==> src/rtl/uart_pkg.sv <==
// Shared UART definitions: FSM state type, serial line levels and a parity helper.
// Used by uart_tx and intended for reuse by the matching receiver.
package uart_pkg;

  // Symbol-oriented frame states; StParity is only reachable when parity is compiled in.
  typedef enum logic [2:0] {
    StIdle,
    StStart,
    StData,
    StParity,
    StStop
  } uart_state_e;

  // Line levels for the non-data symbols.
  localparam logic LineIdle  = 1'b1;
  localparam logic LineStart = 1'b0;
  localparam logic LineStop  = 1'b1;

  // Wide enough for the largest data field (9 bits -> count 0..8).
  localparam int unsigned CntWidth = 4;

  // Parity over up to 9 data bits (zero-extend narrower words); odd sense inverts it.
  function automatic logic parity_bit(input logic [8:0] data, input logic odd);
    return (^data) ^ odd;
  endfunction

endpackage

==> src/rtl/uart_tx.sv <==
// UART transmitter: accepts a word on a valid/ready handshake and shifts it out LSB first
// as start, data, optional parity and stop symbols, one symbol per baud_tick.
// Optional parity is compiled in with the macro UART_TX_PARITY_EN.
module uart_tx
  import uart_pkg::*;
#(
  parameter int unsigned DATA_BITS  = 8,
  parameter int unsigned STOP_BITS  = 1,
  parameter bit          PARITY_ODD = 1'b0
) (
  input  logic                 clk,
  input  logic                 rst,
  input  logic                 baud_tick,
  input  logic [DATA_BITS-1:0] tx_data,
  input  logic                 tx_valid,
  output logic                 tx_ready,
  output logic                 tx,
  output logic                 tx_busy
);

  localparam logic [CntWidth-1:0] LastData = CntWidth'(DATA_BITS - 1);
  localparam logic [CntWidth-1:0] LastStop = CntWidth'(STOP_BITS - 1);

  uart_state_e          state_q, state_d;
  logic [CntWidth-1:0]  cnt_q, cnt_d;
  logic [DATA_BITS-1:0] shreg_q, shreg_d;
  logic                 tx_q, tx_d;

`ifdef UART_TX_PARITY_EN
  logic par_q, par_d;
`else
  // Parity sense has no meaning without the parity symbol.
  logic unused_parity_odd;
  assign unused_parity_odd = PARITY_ODD;
`endif

  // State register; reset forces the line idle and aborts any frame in flight.
  always_ff @(posedge clk or posedge rst) begin
    if (rst) begin
      state_q <= StIdle;
      cnt_q   <= '0;
      shreg_q <= '0;
      tx_q    <= LineIdle;
`ifdef UART_TX_PARITY_EN
      par_q   <= 1'b0;
`endif
    end else begin
      state_q <= state_d;
      cnt_q   <= cnt_d;
      shreg_q <= shreg_d;
      tx_q    <= tx_d;
`ifdef UART_TX_PARITY_EN
      par_q   <= par_d;
`endif
    end
  end

  // Next-state logic. Each state names the symbol currently on the line (StStart also covers
  // the wait before the start bit); a tick launches the following symbol.
  always_comb begin
    state_d = state_q;
    cnt_d   = cnt_q;
    shreg_d = shreg_q;
    tx_d    = tx_q;
`ifdef UART_TX_PARITY_EN
    par_d   = par_q;
`endif

    unique case (state_q)
      StIdle: begin
        tx_d  = LineIdle;
        cnt_d = '0;
        // Ticks here are ignored, including one coinciding with the accept.
        if (tx_valid) begin
          shreg_d = tx_data;
`ifdef UART_TX_PARITY_EN
          par_d   = parity_bit(9'(tx_data), PARITY_ODD);
`endif
          state_d = StStart;
        end
      end

      StStart: begin
        if (baud_tick) begin
          // Line still idle means the start bit has not been launched yet.
          if (tx_q == LineIdle) begin
            tx_d = LineStart;
          end else begin
            tx_d    = shreg_q[0];
            shreg_d = shreg_q >> 1;
            cnt_d   = '0;
            state_d = StData;
          end
        end
      end

      StData: begin
        if (baud_tick) begin
          if (cnt_q != LastData) begin
            tx_d    = shreg_q[0];
            shreg_d = shreg_q >> 1;
            cnt_d   = cnt_q + 1'b1;
          end else begin
            cnt_d   = '0;
`ifdef UART_TX_PARITY_EN
            tx_d    = par_q;
            state_d = StParity;
`else
            tx_d    = LineStop;
            state_d = StStop;
`endif
          end
        end
      end

`ifdef UART_TX_PARITY_EN
      StParity: begin
        if (baud_tick) begin
          tx_d    = LineStop;
          cnt_d   = '0;
          state_d = StStop;
        end
      end
`endif

      StStop: begin
        if (baud_tick) begin
          if (cnt_q != LastStop) begin
            tx_d  = LineStop;
            cnt_d = cnt_q + 1'b1;
          end else begin
            // This tick ends the last stop bit; the line stays high into idle.
            tx_d    = LineIdle;
            cnt_d   = '0;
            state_d = StIdle;
          end
        end
      end

      default: begin
        // Unreachable encodings recover to a clean idle line.
        tx_d    = LineIdle;
        cnt_d   = '0;
        state_d = StIdle;
      end
    endcase
  end

  // Handshake and status derive directly from the registered state.
  always_comb begin
    tx_ready = (state_q == StIdle);
    tx_busy  = (state_q != StIdle);
    tx       = tx_q;
  end

endmodule

==> config.mk <==
export PLATFORM = sky130hd
export DESIGN_NAME = uart_tx
export DESIGN_NICKNAME = d
export VERILOG_FILES = /design/src/rtl/uart_pkg.sv /design/src/rtl/uart_tx.sv
export SDC_FILE = /design/constraint.sdc
export NUM_CORES = 1
export LEC_CHECK = 0
export CAP_MARGIN = 10
export CORE_MARGIN = 5
export CORE_UTILIZATION = 40
export DETAILED_ROUTE_END_ITERATION = 7
export GPL_TIMING_DRIVEN = 0
export PLACE_DENSITY_LB_ADDON = 0.15
export SLEW_MARGIN = 10
export SYNTH_ARGS = -nofsm -noshare
export SYNTH_HDL_FRONTEND = slang
export SYNTH_SLANG_ARGS = --single-unit
==> constraint.sdc <==
create_clock -name clk -period 2.37 [get_ports clk]
set_input_delay 0.237 -clock clk [delete_from_list [all_inputs] [get_ports clk]]
set_output_delay 0.237 -clock clk [all_outputs]
set_load 0.01 [all_outputs]
### Yosys cells after proc, flatten, opt, wreduce, memory -nomap -nowiden

Cells that the tools add are included.

| word-level totals | value |
|---|---|
| register bits | 16 |
| input bits | 12 |
| output and inout bits | 3 |
| logic and storage cells | 52 |

| operators by class | value |
|---|---|
| eq/ne operators | 12 |
| mux-type cells | 27 |
| reduce and logical (&&, ||, !) cells | 8 |
| add/subtract/negate cells | 1 |

Operators by type and width:

| cell | count |
|---|---|
| 2-to-1 mux 8 bit | 5 |
| 2-to-1 mux 4 bit | 6 |
| one-hot mux 8 bit (3 select lines) | 1 |
| 2-to-1 mux 3 bit | 7 |
| != test 2 bit (second input constant) | 8 |
| one-hot mux 3 bit (4 select lines) | 1 |
| one-hot mux 4 bit (3 select lines) | 1 |
| AND reduction 7 bit | 1 |
| AND reduction 6 bit | 1 |
| nonzero test 3 bit | 2 |
| 2-to-1 mux 1 bit | 5 |
| adder 4 x 1 -> 4 bit (second input constant) | 1 |
| != test 4 x 3 -> 1 bit (second input constant) | 1 |
| AND reduction 4 bit | 1 |
| nonzero test 4 bit | 1 |
| == test 3 x 1 -> 1 bit (second input constant) | 1 |
| == test 3 x 2 -> 1 bit (second input constant) | 1 |
| == test 3 bit (second input constant) | 1 |
| zero test 3 bit | 1 |
| one-hot mux 1 bit (3 select lines) | 1 |
| AND reduction 3 bit | 1 |

### Longest topological paths before layout

| logic depth | value |
|---|---|
| depth after elaboration | 4 |
| depth in mapped cells | 6 |
| depth with buffers taken out | 6 |

### Least setup slack after synthesis

Ideal clock, no wire load.

| timing path | value |
|---|---|
| path kind | flip-flop to flip-flop |
| start point | reg cnt_q[0] |
| end point | reg shreg_q[0] |
| cell stages (with the launch flop) | 6 |
| path slack | 0.437 ns |
| path buffers | 0 |
| arrival time | 1.809 ns |
| required time | 2.245 ns |
| clock period less this slack | 1.933 ns |
| library setup time | 0.125 ns |
| cell sequence | dfrtp_1 > ha_1 > and3b_4 > or3_4 > a21oi_4 > mux2_2 |

| between the ends | value |
|---|---|
| cells in the longest elaborated chain, start to end | 3 |

RTL lines:

| item | RTL line | source |
|---|---|---|
| start: declaration | uart_tx.sv:25 | `logic [CntWidth-1:0] cnt_q, cnt_d;` |
| start signal: assignment | uart_tx.sv:49 | `cnt_q <= cnt_d;` |
| != test 4 x 3 -> 1 bit | uart_tx.sv:99 | `if (cnt_q != LastData) begin` |
| != test 2 bit (no source line) | n/a |  |
| AND reduction 6 bit (no source line) | n/a |  |
| end signal: assignment | uart_tx.sv:50 | `shreg_q <= shreg_d;` |
| end: declaration | uart_tx.sv:26 | `logic [DATA_BITS-1:0] shreg_q, shreg_d;` |

Every way passes these cells.
A chain may end at the register's enable or synchronous reset.

### Worst setup path after layout

| timing path | value |
|---|---|
| start point | reg cnt_q[0] |
| end point | reg shreg_q[6] |

Same word-level chain as after synthesis.

==> run_results.csv <==
group,metric,value,unit
run,cap_violations,0,
layout,layout.nets,134,
layout,antenna_cells,0,
clock_network,clk_pin_slew_worst_paths,0.09,ns
synthesis,synth-simple-area-share,16.9,%
sta,holdWs,0.331,ns
synthesis,synthArstFlopShare,100,%
clock_network,cts_hold_buf,0,
floorplanning,dieArea,0.00364,mm^2
global_routing,grt_max_degree,17,
synthesis,ys_seq_area_share,39.7,%
global_routing,grt_overflow,0,
outcome,outcome,"complete, no violations",
clock_network,numCtsBuffers,3,
floorplanning,rows,18,
setup_path,arrival,2.26,ns
synthesis,syn_area_per_cell,10.0,um^2
clock_network,cts_tree,"done",
synthesis,synthAdderAreaFrac,2.47,%
synthesis,synth_ff_type,"dfrtp_1",
power_and_ir_drop,power_density,1050,mW/mm^2
placed_design,gp_congestion,0.798,
floorplanning,start_util,41.2,%
sta,worst_clock_skew,0.000705,ns
setup_path,end_kind,"flop",
placed_design,port_buffers,14,
clock_network,numClockSinks,16,
routing,first_pass_iters,4,
setup_path,worstPathMaxFanout,8,
layout,final_cell_area,0.00123,mm^2
synthesis,synthesis.area,0.00101,mm^2
sta,finalCritPeriodShare,88.2,%
sta,finalCriticalPeriod,2.09,ns
routing,num_vias,817,
clock_network,htreeDepth,1,
synthesis,synthCells,101,
synthesis,synth_compound_area_share,18.0,%
setup_path,r2r_end,"shreg_q[6]",
synthesis,ys_warn_count,0,
power_and_ir_drop,p_leak,0.511,nW
routing,drt_iter0_drc,16,
global_routing,antenna_found_initial,0,
clock_network,cts_resized,0,
setup_path,ff2ff_setup_slack,0.28,ns
sta,slew_viol_final,0,
routing,wl_per_cell,13.0,um
setup_path,reg2reg_depth,5,
clock_network,clk_path_buf_depth,2,
synthesis,synth-seq-cells,16,
placed_design,dp_slack,0.137,ns
layout,drive_gt1_share,23.5,%
sta,fin_setup_tns,0,ns
floorplanning,top_level_ports,15,
synthesis,synth_edf_count,0,
synthesis,synth_cell_type_count,38,
synthesis,synth_xor_area_share,1.73,%
floorplanning,coreArea,0.00245,mm^2
setup_path,r2r_start,"cnt_q[0]",
synthesis,synth_top_family_by_area,"compound AO/OA/AOI/OAI gates",
worst_hold_path,hold_class,"input pin to asynchronous set/reset pin",
sta,max_clock_freq,0.479,GHz
synthesis,syn_nets,115,
routing,viasPerCell,5.48,
layout,synthToLayoutAreaGrowth,21.1,%
power_and_ir_drop,ir_drop,0.628,mV
clock_network,root_buffer,"clkbuf_4",
layout,nFillCells,230,
sta,rsz0062_at_grt,"false",
routing,ant_nets,0,
setup_path,crit_type,"flop to flop",
clock_network,cts_setup_buffers,0,
setup_path,cp-start-kind,"flop",
global_routing,grtUsageTotal,12.3,%
setup_path,required,2.54,ns
placed_design,dp_hpwl,1520,um
routing,drcViolationCount,0,
floorplanning,die_width,60.3,um
global_routing,grt_pass1_wl,3380,um
sta,hold_viol,0,
synthesis,yosys-mux-area-fraction,16.7,%
sta,tightest_slew,0.593,ns
sta,setup_viol,0,
sta,slew_headroom,60.4,%
sta,layout_setup_ws,0.281,ns
floorplanning,fp.dieH,60.3,um
routing,wirelength,1940,um
global_routing,grt_pass1_vias,840,
placed_design,place_area,0.00119,mm^2
clock_network,clock_latency,0.27,ns
[layout by cell type, fill, tap and decap left out, types with 3 or more instances in the layout]
| cell type | netlist | final |
|---|---|---|
| buf_2 | 3 | 3 |
| nor2b_1 | 3 | 3 |
| clkdlybuf4s50_1 | 0 | 14 |
| nand2_1 | 3 | 3 |
| o21ai_0 | 10 | 10 |
| nor2_1 | 6 | 6 |
| mux2_2 | 14 | 14 |
| a21oi_1 | 5 | 5 |
| dfrtp_1 | 15 | 15 |
| clkbuf_4 | 0 | 3 |
| inv_1 | 7 | 7 |
[state kept, by name, indices dropped and copies added (netlist names)]
register	cells
shreg_q	8
state_q	3
cnt_q	4
tx	1
[cells in the mapped netlist, drive strengths merged, types with 3 or more instances]
master / number / share of area [%]
inv: 7 / 2.6
nand2: 3 / 1.1
dfrtp: 15 / 37
or3: 3 / 2.3
nor2b: 3 / 1.9
mux2: 15 / 17
buf: 3 / 1.5
nor2: 6 / 2.2
a21oi: 7 / 4.9
o21ai: 10 / 4.9
[per-stage QoR]
step | utilization, % | std cells | power (mW)
final | 49.9 | 149 | 1.29
after detailed placement | 48.5 | 145 | 1.13
after floorplan | - | 101 | 0.948
after CTS | 49.9 | 149 | 1.31
after global routing | 49.9 | 149 | 1.41
after global placement | 48.5 | 145 | 1.11
[worst max-delay path by stage]
stage               cells after the start      start    endpoint
global route                            5   cnt_q[0]  shreg_q[7]
detailed placement                      5  baud_tick  shreg_q[6]
global placement                        5  baud_tick  shreg_q[6]
finish                                  5   cnt_q[0]  shreg_q[6]
floorplan                               5   cnt_q[0]  shreg_q[0]
CTS                                     5   cnt_q[0]  shreg_q[6]
[critical path, stage by stage, from the launching register on]
cell	delay, ns
dfrtp_1	0.44
ha_1	0.26
and3b_4	0.22
or3_4	0.38
a21oi_4	0.31
mux2_2	0.37
[cells by family (layout without fill, tap and decap cells)]
logic type / count (synthesis) / after routing
simple gates: 28 / 28
compound gates: 27 / 27
flops: 16 / 16
mux: 15 / 15
xor+xnor: 2 / 2
buf+inv: 11 / 29
fa+ha+maj: 2 / 2
[area by class of cell]
class	count	area [um^2]	area share, %
inverters	7	26.3	2.14
plain buffers	4	18.8	1.53
clock buffers	4	36.3	2.96
repair buffers	14	140	11.4
well taps	30	37.5	3.06
flip-flops and latches	16	402	32.8
multi-input cells	74	566	46.1
[metal layers]
metal	global-route usage, %	part of all wire [%]	vias to the layer above
li1	-	-	409
met4	6.96	1.4	0
met2	20.4	46	17
met3	3.46	5.2	4
met5	0	0	-
met1	14.2	47	387
[report_power, final]
part           switching, mW  total, mW  internal [mW]
clock network         0.0785      0.172         0.0933
logic                  0.308      0.673          0.365
registers             0.0660      0.449          0.383
(Power assumes the default switching activity.)
